### src/rtl/xy2_pkg.sv
// xy2_pkg: shared constants and FSM state type for the XY2-100 receiver.
package xy2_pkg;
   localparam logic [2:0] XY2_CTRL_CODE = 3'b001;
   localparam int XY2_FRAME_BITS = 20;
   localparam int XY2_DATA_BITS = 16;
   typedef enum logic {HUNT, DATA} state_t;
endpackage

### src/rtl/xy2_chan_chk.sv
// xy2_chan_chk: per-channel shift register, parity, control-code check and
// optional rejected-frame counter (XY2_RX_ERRCNT_EN).
module xy2_chan_chk import xy2_pkg::*; (
   input  logic clk_ref,
   input  logic sys_rstn,
   input  logic shift,
   input  logic first,
   input  logic check,
   input  logic frame_err,
   input  logic bit_in,
   output logic [XY2_DATA_BITS-1:0] data,
   output logic accept,
   output logic reject,
   output logic [15:0] err_cnt
);
   logic [XY2_FRAME_BITS-2:0] sr;
   logic par;

   always_ff @(posedge clk_ref or negedge sys_rstn)
      if (!sys_rstn) begin
         sr  <= '0;
         par <= 1'b0;
      end else if (shift) begin
         sr  <= {sr[XY2_FRAME_BITS-3:0], bit_in};
         par <= (first ? 1'b0 : par) ^ bit_in;
      end

   // during check, bit_in carries the parity bit itself
   assign accept = check & (sr[XY2_FRAME_BITS-2 -: 3] == XY2_CTRL_CODE) & ~(par ^ bit_in);
   assign reject = frame_err | (check & ~accept);
   assign data   = sr[XY2_DATA_BITS-1:0];

`ifdef XY2_RX_ERRCNT_EN
   always_ff @(posedge clk_ref or negedge sys_rstn)
      if (!sys_rstn)
         err_cnt <= '0;
      else if (reject && err_cnt != 16'hFFFF)
         err_cnt <= err_cnt + 16'd1;
`else
   assign err_cnt = '0;
`endif
endmodule

### src/rtl/xy2_rx.sv
// xy2_rx: XY2-100 command-link receiver with framing, parity/control checks and
// link-loss supervision; define XY2_RX_ERRCNT_EN for rejected-frame counters.
module xy2_rx import xy2_pkg::*; #(
   parameter int TIMEOUT_CYCLES = 200,
   parameter logic [15:0] POS_RESET = 16'h8000
) (
   input  logic clk_ref,
   input  logic sys_rstn,
   input  logic xy_clk,
   input  logic xy_sync,
   input  logic xy_x,
   input  logic xy_y,
   output logic xy_status,
   output logic [15:0] x_pos,
   output logic [15:0] y_pos,
   output logic x_valid,
   output logic y_valid,
   output logic link_lost,
   output logic [15:0] x_err_cnt,
   output logic [15:0] y_err_cnt
);
   localparam int TW = $clog2(TIMEOUT_CYCLES + 1);

   logic [3:0] s1, s2;
   logic clk_d, xy_edge, fall, sync, tmo;
   logic [TW-1:0] to_cnt;
   logic [4:0] bit_cnt;
   state_t state, nxt;
   logic in_data, last, first, shift, check, stuck, ferr;
   logic acc_x, acc_y, rej_x, rej_y;
   logic [XY2_DATA_BITS-1:0] dat_x, dat_y;

   always_ff @(posedge clk_ref or negedge sys_rstn)
      if (!sys_rstn) begin
         s1    <= '0;
         s2    <= '0;
         clk_d <= 1'b0;
      end else begin
         s1    <= {xy_clk, xy_sync, xy_x, xy_y};
         s2    <= s1;
         clk_d <= s2[3];
      end

   assign xy_edge = s2[3] ^ clk_d;
   assign fall    = clk_d & ~s2[3];
   assign sync    = s2[2];
   assign tmo     = ~xy_edge & (to_cnt == TW'(TIMEOUT_CYCLES - 1));

   always_ff @(posedge clk_ref or negedge sys_rstn)
      if (!sys_rstn)
         to_cnt <= '0;
      else
         to_cnt <= xy_edge ? '0 : (to_cnt == TW'(TIMEOUT_CYCLES)) ? to_cnt : to_cnt + TW'(1);

   always_ff @(posedge clk_ref or negedge sys_rstn)
      if (!sys_rstn)
         state <= HUNT;
      else
         state <= nxt;

   always_comb
      nxt = tmo ? HUNT : (state == HUNT && fall && !sync) ? DATA : stuck ? HUNT : state;

   always_comb begin
      in_data = (state == DATA) & fall;
      last    = bit_cnt == 5'(XY2_FRAME_BITS - 1);
      first   = bit_cnt == '0;
      shift   = in_data & sync & ~last;
      check   = in_data & ~sync & last;
      stuck   = in_data & sync & last;
      ferr    = stuck | (in_data & ~sync & ~last);
   end

   always_ff @(posedge clk_ref or negedge sys_rstn)
      if (!sys_rstn)
         bit_cnt <= '0;
      else
         bit_cnt <= shift ? bit_cnt + 5'd1 : (fall || state == HUNT) ? '0 : bit_cnt;

   xy2_chan_chk u_x (
      .clk_ref(clk_ref), .sys_rstn(sys_rstn), .shift(shift), .first(first),
      .check(check), .frame_err(ferr), .bit_in(s2[1]), .data(dat_x),
      .accept(acc_x), .reject(rej_x), .err_cnt(x_err_cnt));

   xy2_chan_chk u_y (
      .clk_ref(clk_ref), .sys_rstn(sys_rstn), .shift(shift), .first(first),
      .check(check), .frame_err(ferr), .bit_in(s2[0]), .data(dat_y),
      .accept(acc_y), .reject(rej_y), .err_cnt(y_err_cnt));

   always_ff @(posedge clk_ref or negedge sys_rstn)
      if (!sys_rstn) begin
         x_pos     <= POS_RESET;
         y_pos     <= POS_RESET;
         x_valid   <= 1'b0;
         y_valid   <= 1'b0;
         link_lost <= 1'b0;
         xy_status <= 1'b0;
      end else begin
         x_valid   <= acc_x & ~tmo;
         y_valid   <= acc_y & ~tmo;
         x_pos     <= tmo ? POS_RESET : acc_x ? dat_x : x_pos;
         y_pos     <= tmo ? POS_RESET : acc_y ? dat_y : y_pos;
         link_lost <= tmo | (link_lost & ~(acc_x & acc_y));
         xy_status <= tmo | rej_x | rej_y | (xy_status & ~(acc_x & acc_y));
      end
endmodule
### config.mk
export PLATFORM = sky130hd
export DESIGN_NAME = xy2_rx
export DESIGN_NICKNAME = d
export VERILOG_FILES = /design/src/rtl/xy2_pkg.sv /design/src/rtl/xy2_chan_chk.sv /design/src/rtl/xy2_rx.sv
export SDC_FILE = /design/constraint.sdc
export NUM_CORES = 1
export LEC_CHECK = 0
export ABC_AREA = 1
export CAP_MARGIN = 0
export CELL_PAD_IN_SITES_DETAIL_PLACEMENT = 0
export CELL_PAD_IN_SITES_GLOBAL_PLACEMENT = 1
export CORE_MARGIN = 5
export CORE_UTILIZATION = 40
export DETAILED_ROUTE_END_ITERATION = 7
export HOLD_SLACK_MARGIN = 0.1
export PLACE_DENSITY_LB_ADDON = 0.1
export SLEW_MARGIN = 10
export SYNTH_ARGS = -nofsm -noshare
export SYNTH_HDL_FRONTEND = slang
export SYNTH_SLANG_ARGS = --single-unit
### constraint.sdc
create_clock -name clk_ref -period 2.1 [get_ports clk_ref]
set_input_delay 0.315 -clock clk_ref [delete_from_list [all_inputs] [get_ports clk_ref]]
set_output_delay 0.315 -clock clk_ref [all_outputs]
set_load 0.05 [all_outputs]
==> results of run 1 <==
[kinds of logic after synthesis]
kind of cell             after synthesis  synth area share
AO/OA/AOI/OAI                         27           0.03031
XOR/XNOR                               1          0.001912
adder cells (fa/ha/maj)                5           0.01365
buffers and inverters                 83            0.1084
flip-flops                            99            0.5412
other                                  1         0.0008184
AND/OR/NAND/NOR                      297            0.3037
[metal layers]
layer	routed length, um	part of all wire	GRT usage
met1	4410	0.48	0.1997
met2	4158	0.46	0.2199
met3	351	0.039	0.02622
met4	179	0.020	0.06422
met5	0	0	0
[worst max-delay path by stage]
stage,startpoint,to,slack (ns),cells after the start
detailed placement,s2[3],xy_status,0.40,9
floorplan,s2[3],x_pos[11],0.56,9
global route,y_pos[15],y_pos[15],0.04,1
CTS,y_pos[15],y_pos[15],0.06,1
global placement,s2[3],xy_status,0.42,9
finish,y_pos[15],y_pos[15],0.08,1
[registers in the layout, summed over array words and instances, names as in the netlist]
register / count
x_pos: 16
bit_cnt: 5
s2: 4
to_cnt: 8
x_valid: 1
u_x.sr: 19
link_lost: 1
u_x.par: 1
u_y.sr: 19
u_y.par: 1
xy_status: 1
y_valid: 1
s1: 4
state: 1
y_pos: 16
clk_d: 1
[cells in the final DEF (no fill, tap or decap), types with 9 or more instances in the layout]
cell / Yosys / layout
clkbuf_16: 0 / 9
clkdlybuf4s50_1: 0 / 40
conb_1: 1 / 32
dfrtp_1: 97 / 97
inv_1: 28 / 28
nand2_1: 181 / 180
nand3_1: 60 / 60
nand3_2: 19 / 19
nor2_1: 20 / 20
o21ai_0: 18 / 18
[layout make-up]
| cell class | instances | area share |
|---|---|---|
| multi-input cells | 362 | 0.3242 |
| well taps | 143 | 0.03365 |
| repair buffers | 48 | 0.09412 |
| flip-flops and latches | 99 | 0.4664 |
| inverters | 32 | 0.02259 |
| clock inverters | 5 | 0.01153 |
| clock buffers | 11 | 0.04753 |
[through the flow]
stage | setup slack (ns) | instance area (um^2) | instances | hold WS (ns) | total power [mW]
CTS | 0.06061 | 5318 | 700 | 0.3499 | 4.284
global placement | 0.4199 | 4994 | 683 | 0.2564 | 2.534
global route | 0.04004 | 5318 | 700 | 0.3562 | 4.435
floorplan | 0.5579 | 4698 | 544 | 0.01941 | 2.468
detailed placement | 0.4008 | 4994 | 683 | 0.2563 | 2.543
finish | 0.07627 | 5318 | 700 | 0.3483 | 4.217
[power by group]
group	leakage (nW)	total, mW	internal, mW	switching, mW
Clock	0.156	1.71	0.993	0.722
Sequential	1.33	2.11	2.01	0.101
Combinational	1.28	0.390	0.0956	0.294
[what timing repair did]
action,4_1_cts,5_1_grt
setup endpoints to repair,0,0
resized for setup,0,0
hold endpoints to repair,24,0
buffers inserted,0,0
hold buffers,1,0
==> impl_metrics.ini, run 1 <==
[sta]
setup_viol = 0
slew_violations = 0
fin_crit_sh = 0.9637
fin_setup_tns_ns = 0
slew_headroom = 0.6593
max_slew.worst_pin.slew_ns = 0.5094
period_minus_slack_ns = 2.024
skew_ns = 0.008237
rsz0062_at_grt = no
fmax_mhz = 494.1
hold_viol_final = 0

[clock_network]
cts_made_buffers = 9
h-tree-depth = 3
ctsLongestPathBuffers = 2
path_clk_slew_ns = 0.07
cts_tree = built
insertion_delay_ns = 0.35
cts_root_buf = clkbuf_16
clock-sinks = 99

[worst_hold_path]
hold_depth = 0
hold_class = reg -> reg
whs_endpoint = s2[2]
hold_start = s1[2]

[logic_synthesis]
yosysSeqAreaShare = 0.5412
synth.area.top_cells = dfrtp_1 53%, nand2_1 15%, nand3_1 6.6%, buf_4 5.6%, nand3_2 4.2%
synth_top_area_frac = 0.5298
synth-edff-count = 0
synth_cell_types = 29
synthTopCellsByCount = 181 x nand2_1, 97 x dfrtp_1, 60 x nand3_1
ys_warn_count = 0
netlist_area_um2 = 4582
netlist.top_cell.by_area = dfrtp_1
synthArstFlopShare = 1.000
synth_ff_type = dfrtp_1
yosys_register_bits = 99
avgSynthCellArea_um2 = 8.932
synth_most_common_cell = nand2_1
syn_inst = 513

[layout]
utilization = 0.4697
multi_input_area_um2 = 1724
layout-area-overhead-vs-synth_pct = 16.06
register_area_um2 = 2480
drive_gt1_frac = 0.1077
diodes = 0
final_nets = 563
fill_cells = 1134

[global_route]
grt_max_degree = 69
grt_pass1_wl_um = 15270
grt_overflow = 0
grt_pass1_vias = 3189
antenna_found_initial = 0
grt_use_total = 0.1438

[worst_setup_path]
r2r-start = s2[3]
crit_fanout = 2
critical-path-top-delay-family = buffers and inverters
crit_type = reg -> out
crit_required_ns = 1.78
reg2reg_depth = 9
critPathBufInv = 1
endpoint_kind = output pin
cp.arrival_ns = 1.71
cpMaxStageDelayCell = clkdlybuf4s50_1
cp-start-kind = register
max_stage_delay_ns = 0.80
rrSetupSlack_ns = 0.41
worstReg2RegEnd = xy_status
worstPathCellList = clkdlybuf4s50_1

[detailed_routing]
initialDrtViolationCount = 143
antenna_left = 0
drc = 0
dr.pass1.iters = 4
vias = 3245
wirelength_um = 9100
wl_per_cell_um = 13.00
vias_per_cell = 4.636

[floorplan]
die_height_um = 117.0
die-area_um2 = 13690
die_w_um = 117.0
pin_count = 74
initial_core_util = 0.4047
rows = 39
core_area_um2 = 11320

[placed_design]
routabilityCongestion = 0.7576
numPortBuffers = 41
hpwl_um = 6081

[pwr]
worst_ir_drop_vdd_uv = 573.6
p_per_area_nw_per_um2 = 793.0
p_leak_nw = 2.759

[status]
status = complete, no violations

[job]
cap_viol_max_count = 0
Note: power is estimated with default switching activity, not from simulation.
==> run 2, diff against run 1 <==
Settings changed: CTS_CLUSTER_SIZE from default to 24.
==> results of run 2 <==
The final DEF is identical to that of run 1; final timing and power are the same.
